===== config.mk =====
export PLATFORM = sky130hd
export DESIGN_NAME = yas_router_nch
export DESIGN_NICKNAME = d
export VERILOG_FILES = /design/src/rtl/yas_router_pkg.sv /design/src/rtl/yas_router_nch_pkt_fifo.sv /design/src/rtl/yas_router_nch.sv
export SDC_FILE = /design/constraint.sdc
export NUM_CORES = 2
export LEC_CHECK = 0
export CAP_MARGIN = 20
export CORE_ASPECT_RATIO = 2
export CORE_MARGIN = 5
export CORE_UTILIZATION = 56
export CTS_BUF_LIST = sky130_fd_sc_hd__clkbuf_8
export CTS_CLUSTER_SIZE = 8
export DETAILED_ROUTE_END_ITERATION = 8
export GPL_ROUTABILITY_DRIVEN = 0
export GPL_TIMING_DRIVEN = 0
export PLACE_DENSITY = 0.79
export SETUP_SLACK_MARGIN = 0.4
export SYNTH_ARGS = -nofsm -noshare
export SYNTH_HDL_FRONTEND = slang
export SYNTH_SLANG_ARGS = --single-unit

===== constraint.sdc =====
create_clock -name clk -period 7.5 [get_ports clk]
set_input_delay 1.5 -clock clk [delete_from_list [all_inputs] [get_ports clk]]
set_output_delay 1.5 -clock clk [all_outputs]
set_load 0.03 [all_outputs]

===== src/rtl/yas_router_pkg.sv =====
// rtl/yas_router_pkg.sv - shared types and helpers for the yas_router_nch core
// Purpose: FSM state encoding, header field slicing, constant clog2.
// Ports: none (package).
package yas_router_pkg;

  typedef enum logic [1:0] {
    ST_HDR     = 2'd0,
    ST_PAYLOAD = 2'd1,
    ST_CHECK   = 2'd2,
    ST_DISCARD = 2'd3
  } state_e;

  // Ceiling log2, never below 1 so it can size a one-bit field.
  function automatic int clog2(input int value);
    int r;
    r = 0;
    for (int i = 0; i < 31; i++) begin
      if ((1 << i) < value) r = i + 1;
    end
    return (r < 1) ? 1 : r;
  endfunction

  // Header = {len, addr}; the caller truncates the result to its field width.
  function automatic logic [31:0] hdr_addr(input logic [31:0] hdr, input int addr_w);
    return hdr & ((32'd1 << addr_w) - 32'd1);
  endfunction

  function automatic logic [31:0] hdr_len(input logic [31:0] hdr, input int addr_w);
    return hdr >> addr_w;
  endfunction

endpackage


===== src/rtl/yas_router_nch_pkt_fifo.sv =====
// rtl/yas_router_nch_pkt_fifo.sv - speculative-write packet FIFO with commit and rollback
// Purpose: store-and-forward buffer; only committed words are visible to the reader.
// Ports:
//   clk, rst_n        clock, asynchronous active-low reset
//   push_i/push_data_i speculative write at wr_spec
//   commit_i          publish everything written so far (including a push this cycle)
//   rollback_i        discard uncommitted words (wr_spec <= wr_commit)
//   pop_i             advance read pointer (ignored when empty)
//   rd_data_o         word at the read pointer
//   free_o            words free relative to the speculative write pointer
//   empty_o           no committed word available
module pkt_fifo #(
  parameter int DATA_WIDTH = 8,
  parameter int PTR_W      = 6
) (
  input  logic                  clk,
  input  logic                  rst_n,
  input  logic                  push_i,
  input  logic [DATA_WIDTH-1:0] push_data_i,
  input  logic                  commit_i,
  input  logic                  rollback_i,
  input  logic                  pop_i,
  output logic [DATA_WIDTH-1:0] rd_data_o,
  output logic [PTR_W:0]        free_o,
  output logic                  empty_o
);

  localparam int             DEPTH = 1 << PTR_W;
  localparam logic [PTR_W:0] ONE   = (PTR_W+1)'(1);

  logic [DATA_WIDTH-1:0] mem_q [DEPTH];
  logic [PTR_W:0]        wr_spec_q, wr_spec_d;
  logic [PTR_W:0]        wr_commit_q, wr_commit_d;
  logic [PTR_W:0]        rd_q, rd_d;

  assign empty_o   = (wr_commit_q == rd_q);
  assign rd_data_o = mem_q[rd_q[PTR_W-1:0]];
  // Uses the registered read pointer, so a pop is credited one cycle late.
  assign free_o    = (PTR_W+1)'(DEPTH) - (wr_spec_q - rd_q);

  always_comb begin
    wr_spec_d   = wr_spec_q;
    wr_commit_d = wr_commit_q;
    rd_d        = rd_q;
    if (rollback_i) begin
      wr_spec_d = wr_commit_q;
    end else begin
      if (push_i)   wr_spec_d   = wr_spec_q + ONE;
      if (commit_i) wr_commit_d = wr_spec_d;
    end
    if (pop_i && !empty_o) rd_d = rd_q + ONE;
  end

  always_ff @(posedge clk or negedge rst_n) begin
    if (!rst_n) begin
      wr_spec_q   <= '0;
      wr_commit_q <= '0;
      rd_q        <= '0;
    end else begin
      wr_spec_q   <= wr_spec_d;
      wr_commit_q <= wr_commit_d;
      rd_q        <= rd_d;
    end
  end

  always_ff @(posedge clk) begin
    if (push_i) mem_q[wr_spec_q[PTR_W-1:0]] <= push_data_i;
  end

endmodule


===== src/rtl/yas_router_nch.sv =====
// rtl/yas_router_nch.sv - byte-serial packet router with NUM_CH store-and-forward outputs
// Purpose: parse {len,addr} headers, route to the lowest matching channel, optionally
//   verify an XOR checksum, roll back bad packets, drop unrouted ones.
// Ports:
//   clk, rst_n                  clock, asynchronous active-low reset
//   data_in/data_in_req/_ack    input byte stream (ack is a one-cycle consume pulse)
//   data_out/data_out_req/_ack  per-channel head word, committed-data flag, pop
//   config_addr/_data/_en       register writes: ch_addr[0..NUM_CH-1], crc_en at NUM_CH
//   pkt_drop                    one-cycle pulse when a packet is discarded
module yas_router_nch
  import yas_router_pkg::*;
#(
  parameter int DATA_WIDTH = 8,
  parameter int ADDR_W     = 2,
  parameter int NUM_CH     = 3,
  parameter int PTR_W      = 6
) (
  input  logic                           clk,
  input  logic                           rst_n,
  input  logic [DATA_WIDTH-1:0]          data_in,
  input  logic                           data_in_req,
  output logic                           data_in_ack,
  output logic [NUM_CH*DATA_WIDTH-1:0]   data_out,
  output logic [NUM_CH-1:0]              data_out_req,
  input  logic [NUM_CH-1:0]              data_out_ack,
  input  logic [clog2(NUM_CH+1)-1:0]     config_addr,
  input  logic [ADDR_W-1:0]              config_data,
  input  logic                           config_en,
  output logic                           pkt_drop
);

  localparam int LEN_W = DATA_WIDTH - ADDR_W;
  localparam int CH_W  = clog2(NUM_CH);
  localparam int CFG_W = clog2(NUM_CH+1);
  localparam logic [LEN_W:0] CNT_ONE = (LEN_W+1)'(1);

  state_e                state_q, state_d;
  logic [ADDR_W-1:0]     ch_addr_q [NUM_CH];
  logic                  crc_en_q;
  logic [CH_W-1:0]       tgt_q, tgt_d;
  logic                  crc_pkt_q, crc_pkt_d;
  logic [LEN_W:0]        cnt_q, cnt_d;
  logic [DATA_WIDTH-1:0] csum_q, csum_d;
  logic                  pkt_drop_q, pkt_drop_d;

  logic [LEN_W-1:0]      hdr_len_w;
  logic [ADDR_W-1:0]     hdr_addr_w;
  logic                  hit;
  logic [CH_W-1:0]       hit_idx;
  logic                  room;
  logic                  accept;
  logic                  push, commit, rollback;
  logic [CH_W-1:0]       wr_ch;

  logic [PTR_W:0]        free_v [NUM_CH];
  logic [DATA_WIDTH-1:0] rd_data_v [NUM_CH];
  logic [NUM_CH-1:0]     empty_v;

  assign hdr_len_w  = LEN_W'(hdr_len(32'(data_in), ADDR_W));
  assign hdr_addr_w = ADDR_W'(hdr_addr(32'(data_in), ADDR_W));

  // Descending scan so the lowest matching channel wins.
  always_comb begin
    hit     = 1'b0;
    hit_idx = '0;
    for (int i = NUM_CH - 1; i >= 0; i--) begin
      if (ch_addr_q[i] == hdr_addr_w) begin
        hit     = 1'b1;
        hit_idx = CH_W'(i);
      end
    end
  end

  // The whole packet (header + len payload words) must fit before the header is taken.
  assign room = (free_v[hit_idx] >= ((PTR_W+1)'(hdr_len_w) + (PTR_W+1)'(1)));

  always_comb begin
    accept = 1'b1;
    if (state_q == ST_HDR) accept = !hit || room;
  end

  assign data_in_ack = rst_n & data_in_req & accept;
  assign pkt_drop    = pkt_drop_q;

  always_comb begin
    state_d    = state_q;
    tgt_d      = tgt_q;
    crc_pkt_d  = crc_pkt_q;
    cnt_d      = cnt_q;
    csum_d     = csum_q;
    pkt_drop_d = 1'b0;
    push       = 1'b0;
    commit     = 1'b0;
    rollback   = 1'b0;
    wr_ch      = tgt_q;
    case (state_q)
      ST_HDR: begin
        wr_ch = hit_idx;
        if (data_in_ack) begin
          tgt_d     = hit_idx;
          crc_pkt_d = crc_en_q;
          csum_d    = data_in;
          if (hit) begin
            push  = 1'b1;
            cnt_d = {1'b0, hdr_len_w};
            if (hdr_len_w != '0)  state_d = ST_PAYLOAD;
            else if (crc_en_q)    state_d = ST_CHECK;
            else                  commit  = 1'b1;
          end else begin
            // Unrouted: swallow payload plus checksum byte, if any.
            cnt_d = {1'b0, hdr_len_w} + (LEN_W+1)'(crc_en_q);
            if (hdr_len_w == '0 && !crc_en_q) pkt_drop_d = 1'b1;
            else                              state_d    = ST_DISCARD;
          end
        end
      end
      ST_PAYLOAD: begin
        if (data_in_ack) begin
          push   = 1'b1;
          csum_d = csum_q ^ data_in;
          cnt_d  = cnt_q - CNT_ONE;
          if (cnt_q == CNT_ONE) begin
            if (crc_pkt_q) begin
              state_d = ST_CHECK;
            end else begin
              commit  = 1'b1;
              state_d = ST_HDR;
            end
          end
        end
      end
      ST_CHECK: begin
        if (data_in_ack) begin
          if (data_in == csum_q) begin
            commit = 1'b1;
          end else begin
            rollback   = 1'b1;
            pkt_drop_d = 1'b1;
          end
          state_d = ST_HDR;
        end
      end
      ST_DISCARD: begin
        if (data_in_ack) begin
          cnt_d = cnt_q - CNT_ONE;
          if (cnt_q == CNT_ONE) begin
            pkt_drop_d = 1'b1;
            state_d    = ST_HDR;
          end
        end
      end
      default: state_d = ST_HDR;
    endcase
  end

  always_ff @(posedge clk or negedge rst_n) begin
    if (!rst_n) begin
      state_q    <= ST_HDR;
      tgt_q      <= '0;
      crc_pkt_q  <= 1'b0;
      cnt_q      <= '0;
      csum_q     <= '0;
      pkt_drop_q <= 1'b0;
      crc_en_q   <= 1'b0;
      for (int i = 0; i < NUM_CH; i++) ch_addr_q[i] <= ADDR_W'(i);
    end else begin
      state_q    <= state_d;
      tgt_q      <= tgt_d;
      crc_pkt_q  <= crc_pkt_d;
      cnt_q      <= cnt_d;
      csum_q     <= csum_d;
      pkt_drop_q <= pkt_drop_d;
      if (config_en) begin
        if (config_addr < CFG_W'(NUM_CH))       ch_addr_q[config_addr] <= config_data;
        else if (config_addr == CFG_W'(NUM_CH)) crc_en_q <= config_data[0];
      end
    end
  end

  for (genvar g = 0; g < NUM_CH; g++) begin : g_ch
    logic sel;
    assign sel = (wr_ch == CH_W'(g));

    pkt_fifo #(
      .DATA_WIDTH (DATA_WIDTH),
      .PTR_W      (PTR_W)
    ) u_fifo (
      .clk         (clk),
      .rst_n       (rst_n),
      .push_i      (push & sel),
      .push_data_i (data_in),
      .commit_i    (commit & sel),
      .rollback_i  (rollback & sel),
      .pop_i       (data_out_ack[g]),
      .rd_data_o   (rd_data_v[g]),
      .free_o      (free_v[g]),
      .empty_o     (empty_v[g])
    );

    assign data_out_req[g] = !empty_v[g];
    // Held at zero while nothing is committed, so idle outputs read 0.
    assign data_out[g*DATA_WIDTH +: DATA_WIDTH] = empty_v[g] ? '0 : rd_data_v[g];
  end

endmodule


==> results.md <==
- HPWL after detailed placement: 113,000 um
- DRT iter0 DRCs: between 3,000 and 4,000
- Count of buffers from port buffering: 47
- Number of detailed-routing iterations run before antenna repair: 8
- Starting density of the core: between 50% and 60%
- Final ANT Viol Nets: 0
- Worst vdd rail ir drop: between 0.5 and 0.6 mV
- Highest-count cells in the layout ignoring fill and taps: sky130_fd_sc_hd__edfxtp_1 (1,536), sky130_fd_sc_hd__mux4_2 (475), sky130_fd_sc_hd__nor2_1 (245)
- Final number of setup-violating endpoints: 0
- Pin count of the biggest net entering global routing: ~140
- Final Net Count: around 3,600
- Number of warnings reported in the yosys synthesis log: 0
- Power Dens Cells: around 360 nW/um2
- Required time of the critical path: 6.00 ns
- Post-placement cell area: about 70,000 um2
- Type of element launching the critical path: flip-flop
- Distinct cell type count of the synthesized netlist: 73
- Die Y: 495 um
- Worst max-slew margin expressed relative to the limit: 19.0%
- Net Count, Synth: between 3,000 and 4,000
- Number of flops mapped to enable cells by yosys: 1,536
- Overall fraction of global-route tracks in use: 26.0%
- Worst setup path category: flip-flop to output port
- Tightest Hold Check Type: flip-flop to flip-flop
- Number of global-route vias before repair: roughly 35,000
- Worst hold slack: about 0.52 ns
- Worst Setup End Kind: output port
- Io pins: 48
- Remaining global-route overflow: 0
- Final Max Slew Viols: 0
- Final clock period utilization by the worst path: 91.2%
- Number of standard cells after synthesis: approximately 3,200
- CTS sink count: 1,627
- Layout cell share with drive strength beyond 1: between 20% and 30%
- Final Hold Violating Endpoints: 0
- Library cell occupying the most area in the post-synthesis netlist: sky130_fd_sc_hd__edfxtp_1
- Count of vias placed by the detailed router: about 33,000
- Die X-Extent: ~250 um
- Antenna violations before repair: 5
- Final worst clock skew: 0.0421 ns
- Post-DR vias/cell: between 6 and 7
- Most area-consuming cells after synthesis: sky130_fd_sc_hd__edfxtp_1 (70%), sky130_fd_sc_hd__mux4_2 (16%), sky130_fd_sc_hd__dfrtp_1 (3.4%)
- Cell at the root of the clock tree: sky130_fd_sc_hd__clkbuf_8
- Register area share after synthesis: between 70% and 80%
- Maximum clock rate: roughly 150 MHz
- Proportion of synthesized flip-flops having asynchronous set or reset: ~5.6%
- RSZ-0062 raised after global routing: no
- Number of buffers added by the clock tree synthesis step: ~230
- Synth-to-Final Area Change: 9.73%
- Count of fill cells added during filler insertion: between 7,000 and 8,000
- Remaining design rule violation count: 0
- Insertion delay of the later-clocked pin in the worst-skew pair: roughly 0.94 ns
- Std-Cell Rows: approximately 180
- PnR worst setup slack: about 0.66 ns
- Clock-pin slew reported for the worst setup and hold paths after clock tree synthesis: approximately 0.060 ns
- Least-Margin Pin Slew: between 1 and 1.5 ns
- Leakage power summed over all cells: ~23 nW
- Count of maximum capacitance violations: 0
- Mean Syn Cell Area: a little over 20 um2
- Max Fanout on Critical Path: 10
- Dominant synthesized flop cell: sky130_fd_sc_hd__edfxtp_1
- Total Routed Length: around 160,000 um
- Most frequent standard cell in the layout excluding fill and tap cells: sky130_fd_sc_hd__edfxtp_1
- Minimum clock period after layout: roughly 7 ns
- Placeable Area: roughly 120,000 um2
- Outcome: complete, no violations
- TritonCTS clock tree: yes
- Wire length per cell: roughly 31 um
- CTS H-tree lvls: 4
- Die footprint: around 130,000 um2
- Wire length of the first global-routing pass: 234,000 um
- Synthesized area: 65,900 um2
- Arr. time, crit path: around 5.3 ns
- Flip-flop and latch count after synthesis: around 1,600
- Top cell type's share of synthesized area: between 70% and 80%
- Worst-case setup slack after placement: -0.576 ns
- Finished Cell Area: slightly above 70,000 um2
- Number of buffers on the longest clock path: 3
## cells in the mapped netlist, types with 3 or more instances
| cell | number |
|---|---|
| sky130_fd_sc_hd__edfxtp_1 | 1536 |
| sky130_fd_sc_hd__mux4_2 | 475 |
| sky130_fd_sc_hd__nor2_1 | 246 |
| sky130_fd_sc_hd__clkbuf_1 | 90 |
| sky130_fd_sc_hd__dfrtp_1 | 89 |
| sky130_fd_sc_hd__xnor2_1 | 71 |
| sky130_fd_sc_hd__nand2_1 | 66 |
| sky130_fd_sc_hd__ha_1 | 56 |
| sky130_fd_sc_hd__buf_2 | 52 |
| sky130_fd_sc_hd__a21oi_1 | 50 |
| sky130_fd_sc_hd__inv_1 | 50 |
| sky130_fd_sc_hd__mux2i_1 | 49 |
| sky130_fd_sc_hd__nand3_1 | 46 |
| sky130_fd_sc_hd__mux2_2 | 36 |
| sky130_fd_sc_hd__o21ai_0 | 34 |
| sky130_fd_sc_hd__nand4_1 | 24 |
| sky130_fd_sc_hd__xor2_1 | 23 |
| sky130_fd_sc_hd__o22ai_1 | 22 |
| sky130_fd_sc_hd__nor3_1 | 21 |
| sky130_fd_sc_hd__buf_1 | 17 |
| sky130_fd_sc_hd__a22oi_1 | 9 |
| sky130_fd_sc_hd__a21o_1 | 8 |
| sky130_fd_sc_hd__a311oi_1 | 8 |
| sky130_fd_sc_hd__a31oi_1 | 7 |
| sky130_fd_sc_hd__and2_1 | 7 |
| sky130_fd_sc_hd__and3_1 | 7 |
| sky130_fd_sc_hd__nor4_1 | 7 |
| sky130_fd_sc_hd__a32oi_1 | 6 |
| sky130_fd_sc_hd__a211oi_1 | 5 |
| sky130_fd_sc_hd__o31ai_1 | 5 |
| sky130_fd_sc_hd__a221oi_1 | 4 |
| sky130_fd_sc_hd__buf_6 | 4 |
| sky130_fd_sc_hd__nand3b_1 | 4 |
| sky130_fd_sc_hd__or3_1 | 4 |
| sky130_fd_sc_hd__xnor2_2 | 4 |
| sky130_fd_sc_hd__fa_1 | 3 |
| sky130_fd_sc_hd__nand2b_1 | 3 |
| sky130_fd_sc_hd__nor2b_1 | 3 |
| sky130_fd_sc_hd__nor3b_1 | 3 |
| sky130_fd_sc_hd__o21a_1 | 3 |
| sky130_fd_sc_hd__o22a_1 | 3 |
## through the flow
step | setup TNS [ns] | util (%) | power [W] | instances
final | 0 | 61.6 | 0.0262 | 5122
after global routing | 0 | 61.6 | 0.0272 | 5122
after CTS | 0 | 61.5 | 0.0262 | 5114
after detailed placement | -189.83 | 58.5 | 0.0204 | 4799
after global placement | -8941.98 | 58.2 | 0.0203 | 4779
after floorplan | 0 | - | 0.0169 | 3202
## state kept, by name (all words and copies together) (netlist names)
name                     count
crc_pkt_q                    1
state_q                      2
g_ch.u_fifo.mem_q         1536
g_ch.u_fifo.wr_commit_q     21
tgt_q                        2
crc_en_q                     1
g_ch.u_fifo.wr_spec_q       21
ch_addr_q                    6
pkt_drop                     1
csum_q                       8
g_ch.u_fifo.rd_q            21
cnt_q                        7
## cells by family after synthesis
| group | Yosys count | synth area share, % |
|---|---|---|
| buffers and inverters | 216 | 1.38 |
| XOR/XNOR | 101 | 1.44 |
| multiplexers | 562 | 17.6 |
| adder cells (fa/ha/maj) | 59 | 1.15 |
| AND/OR/NAND/NOR | 452 | 3.05 |
| AO/OA/AOI/OAI | 185 | 1.86 |
| flip-flops | 1627 | 73.5 |
## routing by layer
layer  vias to the layer above  track usage, %  wire [um]  share of wire, %
li1                      13700               -          -                 -
met1                     17000            25.9      46900                29
met2                      1793            48.3      89600                56
met3                       537            4.34      10200               6.4
met4                         8            18.5      13800               8.6
met5                         -               0         43             0.027
## area by class of cell
class                      instances  area [um2]  area share [%]
sequential                      1627       48400            67.0
multi-input combinational       1359       16600            22.9
clock buffer                     228        3140            4.34
tap                             1530        1910            2.65
timing repair buffer              76         911            1.26
buffer                           165         763            1.06
clock inverter                    85         374           0.518
inverter                          51         191           0.265
antenna                            1        2.50         0.00346
## report_power, final
| part | internal, W | total, W | switching [W] |
|---|---|---|---|
| sequential | 0.0101 | 0.0104 | 0.000221 |
| combinational | 0.00427 | 0.0100 | 0.00576 |
| clock | 0.00274 | 0.00581 | 0.00307 |
## worst paths after layout
check,from,end,slack [ns],cells past startpoint
worst max register to register,g_ch[0].u_fifo.wr_spec_q[2],g_ch[2].u_fifo.mem_q[38][6],0.73,19
min in group asynchronous,rst_n,cnt_q[5],0.54,1
worst min register to register,cnt_q[1],cnt_q[1],0.52,2
worst max-delay path,g_ch[0].u_fifo.rd_q[0],data_in_ack,0.66,22
max in group asynchronous,rst_n,ch_addr_q[1],6.25,2
worst min-delay path,cnt_q[1],cnt_q[1],0.52,2
## critical path, stage by stage, from the launching register on
cell and delay [ns]:
sky130_fd_sc_hd__dfrtp_1 0.35, sky130_fd_sc_hd__buf_2 0.21, sky130_fd_sc_hd__buf_4 0.24, sky130_fd_sc_hd__buf_6 0.23, sky130_fd_sc_hd__inv_1 0.16, sky130_fd_sc_hd__ha_1 0.22
sky130_fd_sc_hd__inv_1 0.05, sky130_fd_sc_hd__ha_1 0.16, sky130_fd_sc_hd__inv_1 0.06, sky130_fd_sc_hd__fa_1 0.46, sky130_fd_sc_hd__inv_1 0.07, sky130_fd_sc_hd__a21o_1 0.10
sky130_fd_sc_hd__a21oi_1 0.07, sky130_fd_sc_hd__xnor2_1 0.21, sky130_fd_sc_hd__a21oi_1 0.11, sky130_fd_sc_hd__o21ai_0 0.18, sky130_fd_sc_hd__ha_1 0.28, sky130_fd_sc_hd__a21o_1 0.16
sky130_fd_sc_hd__a21oi_1 0.21, sky130_fd_sc_hd__o21ai_2 0.13, sky130_fd_sc_hd__o21ai_4 0.21, sky130_fd_sc_hd__inv_2 0.13, sky130_fd_sc_hd__dlygate4sd2_1 0.38
## repair_timing
action                     4_1_cts  5_1_grt
pin swaps                        2        0
setup endpoints to repair      444      114
hold buffers                     0        0
buffers inserted                 2        0
gates resized for setup         19        9
No activity file was read; power rests on OpenSTA's default activity.
